==> config.mk <==
export PLATFORM = sky130hd
export DESIGN_NAME = paddle_mover_p
export DESIGN_NICKNAME = d
export VERILOG_FILES = /design/src/rtl/paddle_pkg.sv /design/src/rtl/paddle_frame_timer.sv /design/src/rtl/paddle_mover_p.sv
export SDC_FILE = /design/constraint.sdc
export NUM_CORES = 1
export LEC_CHECK = 0
export ABC_AREA = 1
export ABC_CLOCK_PERIOD_IN_PS = 7700
export BUFFER_PORTS_ARGS = -buffer_cell sky130_fd_sc_hd__buf_4
export CAP_MARGIN = 20
export CORE_MARGIN = 2
export CORE_UTILIZATION = 60
export DETAILED_ROUTE_END_ITERATION = 8
export HOLD_SLACK_MARGIN = 0.02
export PLACE_DENSITY = 0.8
export SYNTH_ARGS = -nofsm -noshare
export SYNTH_HDL_FRONTEND = slang
export SYNTH_SLANG_ARGS = --single-unit
==> constraint.sdc <==
create_clock -name clk -period 7.7 [get_ports clk]
set_input_delay 1.54 -clock clk [delete_from_list [all_inputs] [get_ports clk]]
set_output_delay 1.54 -clock clk [all_outputs]
set_load 0.05 [all_outputs]
==> src/rtl/paddle_pkg.sv <==
// rtl/paddle_pkg.sv - shared types and constants for the paddle mover
// Purpose: play-cycle state encoding, default coordinate width, visible
//          screen limits and a counter-width helper.
// Ports:   none (package)
package paddle_pkg;

  localparam int COORD_W_DEF = 16;

  // Visible area of the 640x480 VGA mode the game runs in.
  localparam int SCREEN_W = 640;
  localparam int SCREEN_H = 480;

  typedef enum logic [1:0] {
    ST_WAIT  = 2'd0,
    ST_RUN   = 2'd1,
    ST_CLIMB = 2'd2,
    ST_HOLD  = 2'd3
  } state_e;

  // Bits needed for a frame counter that must hold either load value.
  function automatic int cnt_width(input int a, input int b);
    int m;
    m = (a > b) ? a : b;
    if (m < 1) m = 1;
    return $clog2(m + 1);
  endfunction

endpackage

==> src/rtl/paddle_frame_timer.sv <==
// rtl/paddle_frame_timer.sv - loadable per-frame down-counter
// Purpose: counts frames for the RUN and HOLD phases of the play cycle.
// Ports:   clk, rst_n (async, active-low)
//          tick      in  : decrement request (frame_tick gated by state)
//          load      in  : load load_val (wins over tick)
//          load_val  in  W
//          count     out W : current value
//          done      out : the current tick is the last frame of the phase
module paddle_frame_timer #(
  parameter int W = 7
) (
  input  logic         clk,
  input  logic         rst_n,
  input  logic         tick,
  input  logic         load,
  input  logic [W-1:0] load_val,
  output logic [W-1:0] count,
  output logic         done
);

  // The phase ends on the tick that takes the counter to zero, so done
  // is raised while count is 1; a phase loaded with 0 ends immediately.
  assign done = (count <= W'(1));

  always_ff @(posedge clk or negedge rst_n) begin
    if (!rst_n) begin
      count <= '0;
    end else if (load) begin
      count <= load_val;
    end else if (tick && (count != '0)) begin
      count <= count - W'(1);
    end
  end

endmodule

==> src/rtl/paddle_mover_p.sv <==
// rtl/paddle_mover_p.sv - registered single-sprite mover for the VGA game
// Purpose: holds the sprite position, steps it once per frame through the
//          WAIT/RUN/CLIMB/HOLD cycle under button control, and flags scan
//          pixels that fall inside the sprite.
// Config:  PADDLE_PIX_REG_EN - when defined, paddle_pix is registered
//          (1-cycle latency); otherwise it is combinational.
// Ports:   clk, rst_n (async, active-low)
//          frame_tick               in  : one-cycle pulse per frame
//          btn_left/right/launch    in  : debounced levels
//          pix_col, pix_row         in  COORD_W : current scan pixel
//          pos_col, pos_row         out COORD_W : sprite top-left
//          state                    out 2 : WAIT=0 RUN=1 CLIMB=2 HOLD=3
//          lost, scored             out : one-cycle pulses
//          paddle_pix               out : scan pixel inside the sprite
module paddle_mover_p
  import paddle_pkg::*;
#(
  parameter int COORD_W     = COORD_W_DEF,
  parameter int SIZE        = 8,
  parameter int START_COL   = 300,
  parameter int START_ROW   = 399,
  parameter int COL_MIN     = 47,
  parameter int COL_MAX     = 584,
  parameter int ROW_MIN     = 40,
  parameter int STEP        = 1,
  parameter int CLIMB_STEP  = 2,
  parameter int RUN_FRAMES  = 88,
  parameter int HOLD_FRAMES = 60
) (
  input  logic               clk,
  input  logic               rst_n,
  input  logic               frame_tick,
  input  logic               btn_left,
  input  logic               btn_right,
  input  logic               btn_launch,
  input  logic [COORD_W-1:0] pix_col,
  input  logic [COORD_W-1:0] pix_row,
  output logic [COORD_W-1:0] pos_col,
  output logic [COORD_W-1:0] pos_row,
  output logic [1:0]         state,
  output logic               lost,
  output logic               scored,
  output logic               paddle_pix
);

  localparam logic [1:0] S_WAIT  = ST_WAIT;
  localparam logic [1:0] S_RUN   = ST_RUN;
  localparam logic [1:0] S_CLIMB = ST_CLIMB;
  localparam logic [1:0] S_HOLD  = ST_HOLD;

  localparam int CNT_W = cnt_width(RUN_FRAMES, HOLD_FRAMES);

  typedef logic [COORD_W-1:0] coord_t;
  typedef logic [COORD_W:0]   ext_t;
  typedef logic [CNT_W-1:0]   cnt_t;

  localparam coord_t START_C   = coord_t'(START_COL);
  localparam coord_t START_R   = coord_t'(START_ROW);
  localparam coord_t COL_MIN_C = coord_t'(COL_MIN);
  localparam coord_t COL_MAX_C = coord_t'(COL_MAX);
  localparam coord_t ROW_MIN_C = coord_t'(ROW_MIN);
  localparam ext_t   COL_MIN_X = ext_t'(COL_MIN);
  localparam ext_t   COL_MAX_X = ext_t'(COL_MAX);
  localparam ext_t   ROW_MIN_X = ext_t'(ROW_MIN);
  localparam ext_t   STEP_X    = ext_t'(STEP);
  localparam ext_t   CLIMB_X   = ext_t'(CLIMB_STEP);
  localparam ext_t   SIZE_X    = ext_t'(SIZE);

  // ---------------------------------------------------------------
  // Next-position arithmetic, one bit wider so a wrap below zero
  // shows up in the top bit instead of looking like a huge column.
  // ---------------------------------------------------------------
  logic   move_r, move_l;
  ext_t   col_ext, row_ext;
  logic   col_under, loss_min, loss_max, loss, row_hit;
  coord_t col_sat, row_sat;

  assign move_r = btn_right & ~btn_left;
  assign move_l = btn_left & ~btn_right;

  always_comb begin
    col_ext = {1'b0, pos_col};
    if (move_r)      col_ext = {1'b0, pos_col} + STEP_X;
    else if (move_l) col_ext = {1'b0, pos_col} - STEP_X;
  end

  assign col_under = move_l & col_ext[COORD_W];
  assign loss_min  = col_under | (col_ext <= COL_MIN_X);
  assign loss_max  = ~col_under & (col_ext >= COL_MAX_X);
  assign loss      = loss_min | loss_max;

  assign row_ext = {1'b0, pos_row} - CLIMB_X;
  assign row_hit = row_ext[COORD_W] | (row_ext <= ROW_MIN_X);

  assign col_sat = loss_min ? COL_MIN_C :
                   loss_max ? COL_MAX_C : col_ext[COORD_W-1:0];
  assign row_sat = row_hit ? ROW_MIN_C : row_ext[COORD_W-1:0];

  // ---------------------------------------------------------------
  // Frame timer: loaded on launch (RUN length) or on entry to HOLD,
  // counts down only while in RUN or HOLD.
  // ---------------------------------------------------------------
  logic tmr_load, tmr_tick, tmr_done;
  cnt_t tmr_val, tmr_count;
  logic moving;

  assign moving   = (state == S_RUN) || (state == S_CLIMB);
  assign tmr_load = frame_tick &
                    (((state == S_WAIT) & btn_launch) |
                     (moving & (loss | ((state == S_CLIMB) & row_hit))));
  assign tmr_val  = (state == S_WAIT) ? cnt_t'(RUN_FRAMES) : cnt_t'(HOLD_FRAMES);
  assign tmr_tick = frame_tick & ((state == S_RUN) | (state == S_HOLD));

  paddle_frame_timer #(
    .W (CNT_W)
  ) u_timer (
    .clk      (clk),
    .rst_n    (rst_n),
    .tick     (tmr_tick),
    .load     (tmr_load),
    .load_val (tmr_val),
    .count    (tmr_count),
    .done     (tmr_done)
  );

  // ---------------------------------------------------------------
  // Play cycle. Everything except the pulse clear waits for a frame.
  // ---------------------------------------------------------------
  always_ff @(posedge clk or negedge rst_n) begin
    if (!rst_n) begin
      pos_col <= START_C;
      pos_row <= START_R;
      state   <= S_WAIT;
      lost    <= 1'b0;
      scored  <= 1'b0;
    end else begin
      lost   <= 1'b0;
      scored <= 1'b0;
      if (frame_tick) begin
        case (state)
          S_WAIT: begin
            if (btn_launch) state <= S_RUN;
          end
          S_RUN: begin
            pos_col <= col_sat;
            if (loss) begin
              lost  <= 1'b1;
              state <= S_HOLD;
            end else if (tmr_done) begin
              state <= S_CLIMB;
            end
          end
          S_CLIMB: begin
            pos_col <= col_sat;
            pos_row <= row_sat;
            // A loss on the same frame as a score takes precedence.
            if (loss) begin
              lost  <= 1'b1;
              state <= S_HOLD;
            end else if (row_hit) begin
              scored <= 1'b1;
              state  <= S_HOLD;
            end
          end
          default: begin
            if (tmr_done) begin
              state   <= S_WAIT;
              pos_col <= START_C;
              pos_row <= START_R;
            end
          end
        endcase
      end
    end
  end

  // ---------------------------------------------------------------
  // Sprite coverage, compared in the wide domain so pos+SIZE cannot
  // wrap near the top of the coordinate range.
  // ---------------------------------------------------------------
  logic in_col, in_row, pix_hit;

  assign in_col  = ({1'b0, pix_col} >= {1'b0, pos_col}) &&
                   ({1'b0, pix_col} <  ({1'b0, pos_col} + SIZE_X));
  assign in_row  = ({1'b0, pix_row} >= {1'b0, pos_row}) &&
                   ({1'b0, pix_row} <  ({1'b0, pos_row} + SIZE_X));
  assign pix_hit = in_col & in_row & (state != S_HOLD);

`ifdef PADDLE_PIX_REG_EN
  always_ff @(posedge clk or negedge rst_n) begin
    if (!rst_n) paddle_pix <= 1'b0;
    else        paddle_pix <= pix_hit;
  end
`else
  assign paddle_pix = pix_hit;
`endif

endmodule

==> metrics.txt, run 1 <==
cts-stage hold buffer count=0; die extent in x=95.8 um; most used routing layer=met2; cell-internal power=0.000895 W; clock share of power=0.089; category of the worst setup path capture point=output pin; vias in the first global route=4,997; clock-pin transition on the worst setup and hold timing paths=90 ps; share of the clock period used by the worst path after layout=0.660; portion of total power attributed to combinational logic=0.680; fmax=197 MHz; DR iter-0 viols=253; part of the Yosys area used for sequential elements=0.216; Max Cap Viol=0; routed wire length=13.7 mm; met2 Usage GRT=0.553; number of nets produced by synthesis=870; fraction of post-synthesis cell area in the top cell type by area=0.181; Antenna Nets Post-Route=0; vias after detailed routing=5,313; tightest slew margin relative to the limit=0.498; delay of the slowest cell on the worst path=590 ps; pwr/cell area=354 mW/mm2; Synth async-reset ratio=1.00; Synthesis Warnings=0; Hold Path Class=reg -> reg; proportion of power drawn by flip-flops and latches=0.230; worst hold slack=565 ps; Fin Setup TNS=0 ps; Final min period=5080 ps; number of I/O port buffers=74; root buffer cell=sky130_fd_sc_hd__clkbuf_8; post-DR wirelength/cell=14.6 um; wire length of the first global-routing pass=22.2 mm; global-route met3 utilization=0.0360; Post-synth top flop=sky130_fd_sc_hd__dfrtp_1; area enclosed by the die boundary=0.00917 mm2; Data required, critical path=6160 ps; placed instance count=929; Clock Tree Buf Depth=2; Synth top cells by count=sky130_fd_sc_hd__nand2_1 (193), sky130_fd_sc_hd__inv_1 (91), sky130_fd_sc_hd__nor2_1 (86), sky130_fd_sc_hd__ha_1 (73), sky130_fd_sc_hd__nand3_1 (56); CTS tree=yes; cell with the most instances after synthesis=sky130_fd_sc_hd__nand2_1; Storage cell area=0.00109 mm2; synthesized netlist cell count=759; final worst setup slack=2620 ps; count of cell types in the netlist=40; ANT cells=0; cell row count=33; Filler Cell Count=722; DRC=0; Routability Congestion=0.992; non-filler instance count after layout=937; total congestion overflow=0; maximum resistive drop on vdd=0.216 mV; Initial Utilization=0.618; number of cells on the worst hold path=2; Post-Synthesis Mean Instance Area=6.65 um2; count of flip-flops with a built-in enable after synthesis=0; met1 track demand over resource=0.374; depth of the most critical reg-to-reg path=17; Final Slew Violations=0; cells traversed along the worst timing path=buf_4, ha_1, nand2_1, inv_1, o21ai_0, a21oi_1, a2111oi_0, a31o_2, nor2_1, nand2_1, nor2_1, buf_4; # IOs=75; highest-delay cell along the critical path=sky130_fd_sc_hd__a2111oi_0; setup repair after global routing missed its margin=no; source-to-sink clock delay at the later pin of the worst-skew pair=310 ps; height of the die=95.8 um; DR pass1 iterations=5; number of failing setup endpoints in the final timing report=0; CTS Buf Count=5; CP max FO=2; ratio of routed vias to standard cells=5.67; Resize count post-CTS=0; Total Routing Usage GR=0.304; Synth-to-Final Area Change=15.0%; switching power=0.00116 W; Seq cells post-synth=43; Post-CTS Setup Repair Bufs=0; proportion of total power due to net switching=0.565; clock skew after layout=15.2 ps; area of combinational cells with multiple inputs=0.00355 mm2; outcome=completed; post-synthesis instance area=0.00505 mm2; placeable core region=0.00818 mm2; # nets final=942; critical path class=in -> out; number of antenna violations at the first check in global routing=0; post-layout power=0.00206 W; element type at the critical path start=primary input; fraction of final layout cells sized beyond drive strength 1=0.150; worst slack at placement=2640 ps; Clock Sinks=43; CTS H-Tree Depth=2; Crit path arrival time=3540 ps; slew at the pin with the worst max-slew slack=734 ps; post-detail-place hpwl=11.0 mm; Synth area leaders=sky130_fd_sc_hd__ha_1 (18%), sky130_fd_sc_hd__dfrtp_1 (16%), sky130_fd_sc_hd__nand2_1 (14%), sky130_fd_sc_hd__inv_1 (6.8%), sky130_fd_sc_hd__nor2_1 (6.4%); pin count of the biggest net entering global routing=44; leakage power of the design=2.98 nW; Hold Violations, Final=0; cell type with the highest aggregate area in the netlist=sky130_fd_sc_hd__ha_1
## layout by cell type, fill, tap and decap left out, types with 4 or more instances in the layout
master	Yosys	final
sky130_fd_sc_hd__a21oi_1	37	37
sky130_fd_sc_hd__buf_4	1	74
sky130_fd_sc_hd__clkbuf_8	0	5
sky130_fd_sc_hd__dfrtp_1	33	33
sky130_fd_sc_hd__dfstp_2	10	10
sky130_fd_sc_hd__ha_1	73	73
sky130_fd_sc_hd__inv_1	91	91
sky130_fd_sc_hd__inv_2	6	6
sky130_fd_sc_hd__nand2_1	193	193
sky130_fd_sc_hd__nand2_2	8	8
sky130_fd_sc_hd__nand3_1	56	56
sky130_fd_sc_hd__nand3_2	4	4
sky130_fd_sc_hd__nand4_1	18	18
sky130_fd_sc_hd__nor2_1	86	86
sky130_fd_sc_hd__nor2_2	5	5
sky130_fd_sc_hd__nor2_4	5	5
sky130_fd_sc_hd__nor3_1	16	16
sky130_fd_sc_hd__o21ai_0	32	32
sky130_fd_sc_hd__o21ai_1	7	7
sky130_fd_sc_hd__o22ai_1	11	11
sky130_fd_sc_hd__xor2_1	32	32
## power groups by stage
stage	combinational, W	sequential, W	clock (W)
finish	0.00140	0.000474	0.000184
global route	0.00156	0.000489	0.000193
CTS	0.00139	0.000470	0.000185
detailed placement	0.00138	0.000473	0
global placement	0.00134	0.000470	0
floorplan	0.000825	0.000664	0
## layout make-up
cell class | count | share of cell area
clock buffer | 5 | 0.0119
multi-input combinational | 608 | 0.611
timing repair buffer | 74 | 0.0957
tap | 105 | 0.0226
inverter | 99 | 0.0640
clock inverter | 3 | 0.00754
sequential | 43 | 0.187
## stage by stage
stage	area (um2)	utilization
floorplan	5050	-
global placement	5690	0.697
detailed placement	5690	0.697
CTS	5810	0.710
global route	5810	0.710
finish	5810	0.710
## flip-flops by register name, summed over array words and instances, names as in the netlist
| name | count |
|---|---|
| lost | 1 |
| pos_col | 16 |
| pos_row | 16 |
| scored | 1 |
| state | 2 |
| u_timer.count | 7 |
## routing by layer
| metal | wire length (um) | up-vias |
|---|---|---|
| met2 | 6910 | 199 |
| met5 | 0 | - |
| met3 | 881 | 26 |
| met1 | 5690 | 2436 |
| met4 | 232 | 0 |
| li1 | - | 2652 |
## critical path, delay by kind of cell
| family | cells | cell delay [ps] |
|---|---|---|
| AND/OR/NAND/NOR | 4 | 260 |
| adder cells (fa/ha/maj) | 1 | 300 |
| AO/OA/AOI/OAI | 4 | 1110 |
| buffers and inverters | 3 | 330 |
## cell families after synthesis
group,count (synthesis),share of synthesized area
adders and majority gates,73,0.181
xor gates and xnor gates,35,0.0607
DFF,43,0.216
and+or+nand+nor,395,0.343
buffers and inverters,108,0.0822
AOI/OAI and AO/OA,105,0.117
## path summary, 6_finish.rpt
check	start	end	slack (ps)
setup / recovery	pix_col[9]	paddle_pix	2620
hold / removal	u_timer.count[4]$_DFFE_PN0P_	u_timer.count[4]$_DFFE_PN0P_	560
setup reg to reg	pos_row[3]$_DFFE_PN1P_	u_timer.count[6]$_DFFE_PN0P_	4850
hold reg to reg	u_timer.count[4]$_DFFE_PN0P_	u_timer.count[4]$_DFFE_PN0P_	560
max in group asynchronous	rst_n	state[0]$_DFFE_PN0P_	6070
min in group asynchronous	rst_n	pos_col[15]$_DFFE_PN0P_	1210
No activity file was read; power rests on OpenSTA's default activity.
==> run 2, diff against run 1 <==
--- a/config.mk
+++ b/config.mk
@@ -5,15 +5,15 @@
 export SDC_FILE = /design/constraint.sdc
 export NUM_CORES = 1
 export LEC_CHECK = 0
-export ABC_AREA = 1
-export ABC_CLOCK_PERIOD_IN_PS = 7700
+export ABC_AREA = 0
+export ABC_CLOCK_PERIOD_IN_PS = 5200
 export BUFFER_PORTS_ARGS = -buffer_cell sky130_fd_sc_hd__buf_4
 export CAP_MARGIN = 20
 export CORE_MARGIN = 2
-export CORE_UTILIZATION = 60
+export CORE_UTILIZATION = 59
 export DETAILED_ROUTE_END_ITERATION = 8
 export HOLD_SLACK_MARGIN = 0.02
-export PLACE_DENSITY = 0.8
+export PLACE_DENSITY = 0.79
 export SYNTH_ARGS = -nofsm -noshare
 export SYNTH_HDL_FRONTEND = slang
 export SYNTH_SLANG_ARGS = --single-unit
==> constraint.sdc (replaced) <==
create_clock -name clk -period 5.2 [get_ports clk]
set_input_delay 1.04 -clock clk [delete_from_list [all_inputs] [get_ports clk]]
set_output_delay 1.04 -clock clk [all_outputs]
set_load 0.05 [all_outputs]
==> metrics.txt, run 2 <==
post-synthesis instance area=0.00482 mm2; Hold Path Class=reg -> reg; Synth top cells by count=sky130_fd_sc_hd__ha_1 (73), sky130_fd_sc_hd__inv_1 (50), sky130_fd_sc_hd__o21ai_0 (44), sky130_fd_sc_hd__nor2_1 (42), sky130_fd_sc_hd__xnor2_1 (39); post-synthesis simple-gate area fraction=0.230; cts-stage hold buffer count=0; switching power=0.00104 W; clock-pin transition on the worst setup and hold timing paths=110 ps; wire length of the first global-routing pass=22.1 mm; count of cell types in the netlist=62; post-detail-place hpwl=10.1 mm; number of antenna violations at the first check in global routing=0; outcome=completed; Synth area leaders=sky130_fd_sc_hd__ha_1 (19%), sky130_fd_sc_hd__dfrtp_1 (17%), sky130_fd_sc_hd__xnor2_1 (7.1%), sky130_fd_sc_hd__dfstp_2 (5.4%), sky130_fd_sc_hd__o21ai_0 (4.6%); Initial Utilization=0.618; commonest cells after routing, fill and taps aside=sky130_fd_sc_hd__buf_4 (76), sky130_fd_sc_hd__ha_1 (73), sky130_fd_sc_hd__inv_1 (50), sky130_fd_sc_hd__o21ai_0 (44), sky130_fd_sc_hd__nor2_1 (42); portion of total power attributed to combinational logic=0.607; cell with the most instances after synthesis=sky130_fd_sc_hd__ha_1; number of nets produced by synthesis=706; Post-CTS Setup Repair Bufs=0; met1 track demand over resource=0.421; maximum resistive drop on vdd=0.374 mV; source-to-sink clock delay at the later pin of the worst-skew pair=320 ps; crit-path leading delay family=simple AND/OR/NAND/NOR gates; Routability Congestion=0.934; leakage power of the design=2.44 nW; adder-cell area share of the yosys netlist=0.189; global-route met3 utilization=0.0351; # IOs=75; pin count of the biggest net entering global routing=44; setup repair after global routing missed its margin=no; count of flip-flops with a built-in enable after synthesis=0; placeable core region=0.00781 mm2; Clock Tree Buf Depth=2; root buffer cell=sky130_fd_sc_hd__clkbuf_8; # nets final=771; Hold Violations, Final=0; number of failing setup endpoints in the final timing report=0; fraction of final layout cells sized beyond drive strength 1=0.157; slew at the pin with the worst max-slew slack=753 ps; DR iter-0 viols=384; number of buffers and inverters on the critical path=1; Data required, critical path=4160 ps; Post-Synthesis Mean Instance Area=8.10 um2; share of the clock period used by the worst path after layout=0.921; CP max FO=9; cells traversed along the worst timing path=ha_1, nand3_1, nor4_1, nand3_1, xnor2_1, ha_1, o211ai_1, or4_1, a21oi_1, nor4_1, o211a_1, buf_4; vias after detailed routing=4,761; clock skew after layout=13.3 ps; Total Routing Usage GR=0.306; cell-internal power=0.000980 W; number of I/O port buffers=74; fmax=209 MHz; ANT cells=0; Final min period=4790 ps; most used routing layer=met2; critical path class=reg -> out; complex-gate fraction of the synthesized area=0.223; tightest slew margin relative to the limit=0.497; ratio of routed vias to standard cells=6.24; Antenna Nets Post-Route=0; non-filler instance count after layout=763; die extent in x=94.4 um; delay of the slowest cell on the worst path=630 ps; Synth-to-Final Area Change=14.9%; Clock Sinks=43; element type at the critical path start=flop; combinational family with the most area after synthesis=simple AND/OR/NAND/NOR gates; Crit path arrival time=3750 ps; part of the Yosys area used for sequential elements=0.226; Post-synth top flop=sky130_fd_sc_hd__dfrtp_1; synthesized netlist cell count=595; Fin Setup TNS=0 ps; vias in the first global route=4,694; area enclosed by the die boundary=0.00891 mm2; cell row count=32; height of the die=94.4 um; proportion of power drawn by flip-flops and latches=0.270; clock share of power=0.123; category of the worst setup path capture point=output pin; leading registers by flop count=pos_col: 16 flops, pos_row: 16 flops, u_timer.count: 7 flops; DR pass1 iterations=5; final core occ=0.709; total congestion overflow=0; Seq cells post-synth=43; met2 Usage GRT=0.510; cell type with the highest aggregate area in the netlist=sky130_fd_sc_hd__ha_1; Resize count post-CTS=0; highest-delay cell along the critical path=sky130_fd_sc_hd__dfstp_2; pwr/cell area=365 mW/mm2; fraction of post-synthesis cell area in the top cell type by area=0.189; placed instance count=754; DRC=0; proportion of total power due to net switching=0.515; Synth async-reset ratio=1.00; most frequent standard cell in the layout excluding fill and tap cells=sky130_fd_sc_hd__buf_4; CTS H-Tree Depth=2; routed wire length=12.8 mm; Synthesis Warnings=0; CTS Buf Count=5; Max Cap Viol=0; post-DR wirelength/cell=16.8 um; Final Slew Violations=0; CTS tree=yes; xor/xnor share of the synthesized area=0.0708; post-synthesis mux area share=0.00623
[run 2: layout make-up]
cell class              count  area [um2]
multi-input cells         483        3470
repair buffers             76         571
flip-flops and latches     43        1090
clock inverters             3        26.3
fillers                   674        2270
inverters                  51         191
clock buffers               5        68.8
well taps                 102         128
[run 2: cells by family (layout without fill, tap and decap cells)]
family,Yosys count,in the layout
fa+ha+maj,73,73
flops,43,43
compound gates,166,166
mux,3,3
xor+xnor,39,39
buf+inv,69,135
simple gates,202,202
[run 2: worst paths after layout]
| kind | from | end | slack (ps) | depth (start not counted) |
|---|---|---|---|---|
| worst max-delay path | pos_col[3]$_DFFE_PN1P_ | paddle_pix | 410 | 12 |
| worst min-delay path | pos_row[0]$_DFFE_PN1P_ | pos_row[0]$_DFFE_PN1P_ | 520 | 2 |
| worst max register to register | pos_col[3]$_DFFE_PN1P_ | u_timer.count[1]$_DFFE_PN0P_ | 1590 | 10 |
| max in group asynchronous | rst_n | pos_row[6]$_DFFE_PN0P_ | 4070 | 1 |
| worst min register to register | pos_row[0]$_DFFE_PN1P_ | pos_row[0]$_DFFE_PN1P_ | 520 | 2 |
| min in group asynchronous | rst_n | u_timer.count[4]$_DFFE_PN0P_ | 710 | 1 |
[run 2: power by group through the flow]
stage               Sequential [W]  Clock, W  Combinational (W)
floorplan                 0.000685         0           0.000742
global placement          0.000545         0            0.00118
detailed placement        0.000549         0            0.00121
CTS                       0.000543  0.000249            0.00122
global route              0.000562  0.000262            0.00137
finish                    0.000546  0.000248            0.00123
[run 2: per-stage QoR]
| stage | cell area (um2) | setup slack (ps) | hold WS [ps] | power (W) |
|---|---|---|---|---|
| final | 5540 | 413 | 518 | 0.00202 |
| after global routing | 5540 | 7.18 | 541 | 0.00219 |
| after CTS | 5530 | 396 | 520 | 0.00201 |
| after floorplan | 4820 | 897 | 521 | 0.00143 |
| after detailed placement | 5440 | 770 | 505 | 0.00176 |
| after global placement | 5440 | 904 | 497 | 0.00172 |
[run 2: layer usage]
layer	wire [um]	up-vias
li1	-	2326
met1	5650	2256
met2	6110	162
met3	825	17
met4	207	0
met5	0	-
[run 2: tightest hold or removal path, stage by stage, from the launching register on]
cell,delay [ps]
sky130_fd_sc_hd__dfstp_2,410
sky130_fd_sc_hd__nand2_1,50
sky130_fd_sc_hd__o21ai_0,70
